**config.mk**
```make
export PLATFORM = sky130hd
export DESIGN_NAME = mult_seq_ctrl
export DESIGN_NICKNAME = d
export VERILOG_FILES = /design/src/rtl/mult_pkg.sv /design/src/rtl/mult_step.sv /design/src/rtl/mult_seq_ctrl.sv
export SDC_FILE = /design/constraint.sdc
export NUM_CORES = 1
export LEC_CHECK = 0
export ABC_AREA = 1
export CORE_AREA = 2 2 146 148
export DETAILED_ROUTE_END_ITERATION = 10
export DIE_AREA = 0 0 148 150
export SLEW_MARGIN = 20
export SYNTH_ARGS = -nofsm -noshare
export SYNTH_HDL_FRONTEND = slang
export SYNTH_SLANG_ARGS = --single-unit
```
**constraint.sdc**
```tcl
create_clock -name clk -period 9.4 [get_ports clk]
set_input_delay 0.94 -clock clk [delete_from_list [all_inputs] [get_ports clk]]
set_output_delay 0.94 -clock clk [all_outputs]
set_load 0.02 [all_outputs]
```
**src/rtl/mult_pkg.sv**
```systemverilog
// Shared definitions for the sequential shift-add multiplier: FSM encoding and width helpers.
package mult_pkg;

  typedef enum logic {
    ST_IDLE = 1'b0,
    ST_RUN  = 1'b1
  } state_e;

  function automatic int prod_width(input int width);
    return 2 * width;
  endfunction

  // Number of RUN cycles per operation; bits_per_cycle must divide width exactly.
  function automatic int mul_cycles(input int width, input int bits_per_cycle);
    return width / bits_per_cycle;
  endfunction

endpackage

```
**src/rtl/mult_step.sv**
```systemverilog
// One shift-add iteration: acc plus mcand shifted by offset+i for every set bit i of the slice.
// Purely combinational; no state, no backpressure.
module mult_step
  import mult_pkg::*;
#(
  parameter  int WIDTH          = 16,
  parameter  int BITS_PER_CYCLE = 1,
  localparam int PROD_W         = prod_width(WIDTH),
  localparam int OFF_W          = (WIDTH > 1) ? $clog2(WIDTH) : 1
) (
  input  logic [PROD_W-1:0]         acc,
  input  logic [WIDTH-1:0]          mcand,
  input  logic [BITS_PER_CYCLE-1:0] slice,
  input  logic [OFF_W-1:0]          offset,
  output logic [PROD_W-1:0]         sum
);

  logic [PROD_W-1:0] ext;

  always_comb begin
    ext = PROD_W'(mcand);
    sum = acc;
    for (int i = 0; i < BITS_PER_CYCLE; i++) begin
      if (slice[i]) begin
        sum = sum + (ext << (int'(offset) + i));
      end
    end
  end

endmodule

```
**src/rtl/mult_seq_ctrl.sv**
```systemverilog
// Sequential MULT/MULTU unit: magnitudes are multiplied unsigned, the sign is applied at completion.
// Accept to done = WIDTH/BITS_PER_CYCLE cycles; start_ready only in IDLE, flush aborts without touching hi/lo.
module mult_seq_ctrl
  import mult_pkg::*;
#(
  parameter int WIDTH          = 16,
  parameter int BITS_PER_CYCLE = 1
) (
  input  logic             clk,
  input  logic             rst_n,
  input  logic             start_valid,
  output logic             start_ready,
  input  logic             is_signed,
  input  logic [WIDTH-1:0] op_a,
  input  logic [WIDTH-1:0] op_b,
  input  logic             flush,
  output logic             busy,
  output logic             done,
  output logic [WIDTH-1:0] hi,
  output logic [WIDTH-1:0] lo
);

  localparam int PROD_W = prod_width(WIDTH);
  localparam int NCYC   = mul_cycles(WIDTH, BITS_PER_CYCLE);
  localparam int CNT_W  = (NCYC > 1) ? $clog2(NCYC) : 1;
  localparam int OFF_W  = (WIDTH > 1) ? $clog2(WIDTH) : 1;

  state_e                    state_q, state_d;
  logic [PROD_W-1:0]         acc_q, acc_next, prod_final;
  logic [CNT_W-1:0]          cnt_q;
  logic [WIDTH-1:0]          mcand_q, mplier_q;
  logic                      neg_q;
  logic                      done_q;
  logic [WIDTH-1:0]          hi_q, lo_q;
  logic [WIDTH-1:0]          a_mag, b_mag;
  logic [BITS_PER_CYCLE-1:0] slice;
  logic [OFF_W-1:0]          offset;
  logic                      accept, last, fire;

  // Magnitudes stay WIDTH-bit unsigned so the most negative value maps to 2^(WIDTH-1) intact.
  assign a_mag  = (is_signed && op_a[WIDTH-1]) ? -op_a : op_a;
  assign b_mag  = (is_signed && op_b[WIDTH-1]) ? -op_b : op_b;
  assign slice  = mplier_q[cnt_q*BITS_PER_CYCLE +: BITS_PER_CYCLE];
  assign offset = OFF_W'(int'(cnt_q) * BITS_PER_CYCLE);

  mult_step #(
    .WIDTH          (WIDTH),
    .BITS_PER_CYCLE (BITS_PER_CYCLE)
  ) u_step (
    .acc    (acc_q),
    .mcand  (mcand_q),
    .slice  (slice),
    .offset (offset),
    .sum    (acc_next)
  );

  assign prod_final = neg_q ? -acc_next : acc_next;

  always_comb begin
    state_d = state_q;
    accept  = 1'b0;
    last    = (cnt_q == CNT_W'(NCYC - 1));
    fire    = 1'b0;
    case (state_q)
      ST_IDLE: begin
        if (start_valid && !flush) begin
          accept  = 1'b1;
          state_d = ST_RUN;
        end
      end
      ST_RUN: begin
        if (flush) begin
          state_d = ST_IDLE;
        end else if (last) begin
          fire    = 1'b1;
          state_d = ST_IDLE;
        end
      end
      default: state_d = ST_IDLE;
    endcase
  end

  always_ff @(posedge clk or negedge rst_n) begin
    if (!rst_n) begin
      state_q  <= ST_IDLE;
      acc_q    <= '0;
      cnt_q    <= '0;
      mcand_q  <= '0;
      mplier_q <= '0;
      neg_q    <= 1'b0;
      done_q   <= 1'b0;
      hi_q     <= '0;
      lo_q     <= '0;
    end else begin
      state_q <= state_d;
      done_q  <= fire;
      if (accept) begin
        mcand_q  <= a_mag;
        mplier_q <= b_mag;
        neg_q    <= is_signed & (op_a[WIDTH-1] ^ op_b[WIDTH-1]);
        acc_q    <= '0;
        cnt_q    <= '0;
      end else if (state_q == ST_RUN) begin
        acc_q <= acc_next;
        cnt_q <= cnt_q + 1'b1;
      end
      if (fire) begin
        {hi_q, lo_q} <= prod_final;
      end
    end
  end

  assign start_ready = (state_q == ST_IDLE);
  assign busy        = (state_q == ST_RUN);
  assign done        = done_q;
  assign hi          = hi_q;
  assign lo          = lo_q;

endmodule

```
==> results of run 1 <==
[worst min-delay path, stage by stage (launching register included)]
cell and delay [ns]:
dfrtp_1 0.35, nand2_1 0.05, nand2_1 0.05
[worst paths after layout]
kind	to
setup / recovery	hi[10]$_DFFE_PN0P_
hold / removal	hi[7]$_DFFE_PN0P_
setup reg to reg	hi[10]$_DFFE_PN0P_
hold reg to reg	hi[7]$_DFFE_PN0P_
max in group asynchronous	cnt_q[0]$_DFFE_PN0P_
min in group asynchronous	acc_q[31]$_DFFE_PN0P_
[sequential cells by signal (all words and copies together) (netlist names)]
register  flops
neg_q         1
mcand_q      16
done          1
lo           16
acc_q        32
hi           16
cnt_q         4
busy          1
mplier_q     16
[per-stage QoR]
stage / utilization / hold slack, ns / total power [mW] / setup slack (ns) / cell area, um2
finish: 0.493 / 0.479 / 3.24 / 4.72 / 10200
floorplan: - / 0.453 / 2.34 / 5.91 / 9080
global placement: 0.480 / 0.462 / 2.88 / 4.65 / 9920
detailed placement: 0.480 / 0.465 / 2.89 / 4.60 / 9920
CTS: 0.493 / 0.485 / 3.26 / 4.60 / 10200
global route: 0.493 / 0.501 / 3.60 / 4.07 / 10200
[cell type report]
type	count	share of cell area
multi-input cells	1117	0.533
well taps	275	0.0338
repair buffers	76	0.0731
inverters	218	0.0805
clock inverters	6	0.00417
clock buffers	10	0.0225
flip-flops and latches	103	0.253
[power groups by stage]
| stage | Combinational, mW | Sequential [mW] | Clock (mW) |
|---|---|---|---|
| 2_1_floorplan | 1.74 | 0.594 | 0 |
| 3_3_place_gp | 2.23 | 0.651 | 0 |
| 3_5_place_dp | 2.23 | 0.653 | 0 |
| 4_1_cts | 2.25 | 0.644 | 0.366 |
| 5_1_grt | 2.56 | 0.658 | 0.381 |
| 6_report | 2.24 | 0.643 | 0.356 |
[metal layers]
metal  share of wire  track usage  up-vias
met2            0.50        0.444      175
li1                -            -     4762
met4           0.025       0.0738        0
met3           0.039       0.0412       44
met1            0.44        0.295     4115
met5               0            0        -
[cells by family after synthesis]
kind of cell / share of synthesized area
buffers and inverters: 0.117
adder cells (fa/ha/maj): 0.0505
XOR/XNOR: 0.0425
flip-flops: 0.284
multiplexers: 0.00882
AO/OA/AOI/OAI: 0.114
AND/OR/NAND/NOR: 0.383
[cell usage in the layout, fill, tap and decap left out, types with 3 or more instances in the layout]
cell and instances:
inv_2 6, nand2_2 8, dfrtp_1 102, xor2_1 26, nand3_1 121, inv_1 209, nand4_1 17, mux2i_1 8
xnor2_1 18, clkdlybuf4s50_1 70, or2_2 3, nor3_1 11, buf_4 6, o21ai_1 6, nor3b_1 6, ha_1 35
clkbuf_16 9, nor2_4 4, a21oi_1 38, nand2_1 530, o21ai_0 118, o21ai_2 4, nand3b_1 3, nor2_1 121
o22ai_1 19
==> metrics.cfg, run 1 <==
[critical_path]
crit_required_ns = 9.65
crit_cells = 23
startpoint = cnt_q[1]$_DFFE_PN0P_
critPathTopFamily = simple AND/OR/NAND/NOR gates
cp-start-kind = flip-flop
crit_fanout = 21
critPathMaxStageDelay_ns = 0.70
cp_data_arrival_time_ns = 4.93
endpoint_kind = flip-flop
r2r-start = cnt_q[1]$_DFFE_PN0P_
rr_worst_depth = 23
slowest_stage = dfrtp_1
critical_path_class = flip-flop to flip-flop
cp_cell_sequence = clkinv_1 -> o21ai_0 -> nand2_1 -> nand2_1 -> nor2_1 -> ha_1 -> nand2_1 -> nor2_1 -> nand3_1 -> nand3_1 -> nand2_1 -> nand3_1 -> nand2_1 -> nand3_1 -> nand2_1 -> inv_1 -> nand2_1 -> nor2_1 -> nand2_1 -> nand2_1 -> nand4_1 -> nand3_1 -> nand2_1
reg2reg_slack_ns = 4.72
critPathBufInv = 2
critPathMostFrequentCell = nand2_1

[clock_network]
clk_latency_ns = 0.36
cts_buffers = 9
clk_pin_slew_ns = 0.07
cts_resized = 0
tritoncts = yes
cts_htree_levels = 3
cts_buffer_depth = 2
cts_root_buffer = clkbuf_16
post_cts_buffers = 0
clock_sinks = 103
ctsHoldBuffers = 0

[timing]
rsz0062_at_grt = false
fin_crit_ns = 4.68
slew_violations = 0
skew_ns = 0.0148
setup_violations = 0
max_freq_mhz = 214
tightestPinTransition_ns = 0.925
finalSetupTns_ns = 0
hold_violations = 0
slew_headroom = 0.384
fin_crit_sh = 0.498

[detailed_routing]
drt-vias-per-instance = 5.04
wl_um = 26300
dr.first_iter.drc_count = 569
firstDrtPassIters = 7
post_drt_wl_per_cell_um = 14.6
drtAntennaViolNets = 0
drcViolationCount = 0
num_vias = 9096

[cells_and_area]
synthToLayoutAreaGrowth_pct = 12.3
n_antenna_cell = 0
final_cells = 1805
drive_gt1_frac = 0.0353
multi_input_area_um2 = 5430
fill_cells = 2270
regArea_um2 = 2580
fin_nets = 1598

[die]
die_area_um2 = 22200
initial_core_util = 0.439
ioPinCount = 72
die_x_um = 148
rows = 53
fp.dieH_um = 150
core_um2 = 20700

[pwr]
power_density_nw_per_um2 = 318
p_seq_frac = 0.198
pwr-share-clk = 0.110
leakagePower_nw = 5.35
power_switching_mw = 1.82
p_sw_frac = 0.563
pwr-share-comb = 0.692
internal_power_mw = 1.42
peakVddDrop_mv = 0.140

[global_route]
antenna_found_initial = 0
grt_pass1_vias = 8600
grt_use_total = 0.244
grt_pass1_wl_um = 42900
grt_max_degree = 65
grt-ovfl-total = 0

[synth]
synth_nets = 1559
synthTopCellsByCount = 530 x nand2_1, 209 x inv_1, 121 x nand3_1, 121 x nor2_1, 118 x o21ai_0
ys_ff_latch = 103
synth-edff-count = 0
synth-main-ff-cell = dfrtp_1
synth.area.top_cells = dfrtp_1 28%, nand2_1 22%, inv_1 8.6%
synth_cell_type_count = 45
netlist_area_um2 = 9080
yosysTopAreaCellShare = 0.284
syn_area_per_cell_um2 = 6.11
async_flop_share = 1.00
synth_seq_area_share = 0.284
ys_warn_count = 0
yosysMostFrequentCell = nand2_1
yosysTopAreaCell = dfrtp_1
synth_cells = 1486

[hold_path]
holdCritPathClass = flip-flop to flip-flop
worstHoldStart = hi[7]$_DFFE_PN0P_
holdPathStages = 2

[job]
drv_cap = 0

[outcome]
status = complete, no violations

[place]
io_buffer_count = 71
gp_congestion = 0.987
dp.cells = 1789
dp_hpwl_um = 21300

(Power assumes the default switching activity.)
==> inputs of run 2 (changes only) <==
--- a/config.mk
+++ b/config.mk
@@ -9,6 +9,7 @@
 export CORE_AREA = 2 2 146 148
 export DETAILED_ROUTE_END_ITERATION = 10
 export DIE_AREA = 0 0 148 150
+export PLACE_DENSITY = 0.66
 export SLEW_MARGIN = 20
 export SYNTH_ARGS = -nofsm -noshare
 export SYNTH_HDL_FRONTEND = slang
==> constraint.sdc (replaced) <==
create_clock -name clk -period 3.9 [get_ports clk]
set_input_delay 0.39 -clock clk [delete_from_list [all_inputs] [get_ports clk]]
set_output_delay 0.39 -clock clk [all_outputs]
set_load 0.02 [all_outputs]
==> metrics.cfg, run 2 (synthesis results as in run 1) <==
[cells_and_area]
synthToLayoutAreaGrowth_pct = 32.7
final_common_cell = nand2_1
fin_nets = 1721  ; +7.7%
drive_gt1_frac = 0.223  ; +0.188
largest_reg_flops = 32  ; unchanged
regMostFlops = acc_q
final_cell_mix = 455 x nand2_1, 194 x inv_1, 121 x buf_4
n_antenna_cell = 0  ; unchanged

[detailed_routing]
drt-vias-per-instance = 5.06  ; +0.45%
wl_um = 27700  ; +5.2%
num_vias = 9760  ; +7.3%
firstDrtPassIters = 5  ; -2
drcViolationCount = 0  ; unchanged
post_drt_wl_per_cell_um = 14.3  ; -1.5%
drtAntennaViolNets = 0  ; unchanged
dr.first_iter.drc_count = 581  ; +2.1%

[global_route]
grt_pass1_vias = 9347  ; +8.7%
grt_pass1_wl_um = 44500  ; +3.6%
grt_use_total = 0.249  ; +0.00465
grt_max_degree = 98  ; +51%
antenna_found_initial = 0  ; unchanged
grt-ovfl-total = 0  ; unchanged

[clock_network]
cts_buffer_depth = 2  ; unchanged
clock_sinks = 103  ; unchanged
cts_root_buffer = clkbuf_16
cts_htree_levels = 3  ; unchanged
clk_latency_ns = 0.36  ; about the same
tritoncts = yes
clk_pin_slew_ns = 0.08  ; about the same
cts_buffers = 9  ; unchanged

[critical_path]
cp_data_arrival_time_ns = 3.99  ; -0.94 ns
slowest_stage = dfrtp_2
crit_fanout = 11  ; -48%
cp-start-kind = flip-flop
critPathMostFrequentCell = nand2_1
endpoint_kind = flip-flop
crit_required_ns = 4.15  ; -5.50 ns
critPathMaxStageDelay_ns = 0.45  ; -0.25 ns
critical_path_class = flip-flop to flip-flop

[die]
fp.dieH_um = 150  ; unchanged
initial_core_util = 0.439  ; unchanged
rows = 53  ; unchanged
die_x_um = 148  ; unchanged
ioPinCount = 72  ; unchanged
die_area_um2 = 22200  ; unchanged
core_um2 = 20700  ; unchanged

[pwr]
peakVddDrop_mv = 0.482  ; +240%
power_density_nw_per_um2 = 881  ; +180%
power_mw = 10.6  ; +230%
leakagePower_nw = 6.13  ; +15%

[timing]
hold_violations = 0  ; unchanged
slew_violations = 0  ; unchanged
fin_crit_ns = 3.74  ; -0.942 ns
finalSetupTns_ns = 0  ; unchanged
max_freq_mhz = 268  ; +25%
tightestPinTransition_ns = 0.780  ; -0.145 ns
skew_ns = 0.00762  ; -0.00721 ns
fin_crit_sh = 0.958  ; +0.460
slew_headroom = 0.479  ; +0.0954
setup_violations = 0  ; unchanged

[outcome]
status = complete, no violations

[place]
gp_congestion = 0.938  ; -4.9%
dp_hpwl_um = 21600  ; +1.7%
io_buffer_count = 71  ; unchanged

[hold_path]
holdCritPathClass = primary input to async pin

[job]
drv_cap = 0  ; unchanged

[run 2: report_power, final]
group | switching [mW] | internal, mW | total [mW] | leakage (nW)
clock network | 0.461 | 0.454 | 0.915 | 0.147
logic | 4.91 | 3.31 | 8.22 | 4.64
registers | 0.195 | 1.28 | 1.47 | 1.35
[run 2: critical path, delay by kind of cell (launching register included)]
family	cells	cell delay [ns]
simple gates	16	1.67
compound gates	4	0.70
flops	1	0.45
buf+inv	4	0.44
fa+ha+maj	1	0.35
[run 2: repair_timing]
item	in CTS	in global routing
hold endpoints to repair	6	0
hold buffers	1	0
buffers inserted	0	21
setup endpoints to repair	19	29
resized for setup	12	264
pin swaps	1	83
[run 2: layout make-up]
cell class	instances	area [um2]
Inverter	218	823
Timing Repair Buffer	199	1730
Tap cell	275	344
Multi-Input combinational cell	1117	6270
Sequential cell	103	2580
Fill cell	2023	8650
Clock buffer	9	225
Clock inverter	7	73.8
[run 2: through the flow]
| step | cell area (um2) | setup WS (ns) | instances | util | hold WS [ns] |
|---|---|---|---|---|---|
| after floorplan | 9080 | 0.406 | 1486 | - | 0.0944 |
| after global placement | 10700 | -0.240 | 1891 | 0.518 | 0.224 |
| after detailed placement | 10700 | -0.321 | 1891 | 0.518 | 0.228 |
| after CTS | 11100 | 0.00628 | 1908 | 0.534 | 0.382 |
| after global routing | 12000 | -0.0642 | 1928 | 0.582 | 0.407 |
| final | 12000 | 0.164 | 1928 | 0.582 | 0.393 |
[run 2: metal layers]
layer | track usage | share of wire
met2 | 0.446 | 0.50
met4 | 0.105 | 0.042
met5 | 0 | 0
met3 | 0.0308 | 0.035
met1 | 0.301 | 0.42
[run 2: final timing paths]
check | to | slack, ns | from | cells past startpoint
max reg2reg | hi[9]$_DFFE_PN0P_ | 0.16 | cnt_q[0]$_DFFE_PN0P_ | 25
min reg2reg | hi[12]$_DFFE_PN0P_ | 0.47 | hi[12]$_DFFE_PN0P_ | 2
max in group asynchronous | cnt_q[0]$_DFFE_PN0P_ | 2.72 | rst_n | 3
min in group clk | hi[12]$_DFFE_PN0P_ | 0.47 | hi[12]$_DFFE_PN0P_ | 2
max | hi[9]$_DFFE_PN0P_ | 0.16 | cnt_q[0]$_DFFE_PN0P_ | 25
min | acc_q[22]$_DFFE_PN0P_ | 0.39 | rst_n | 2
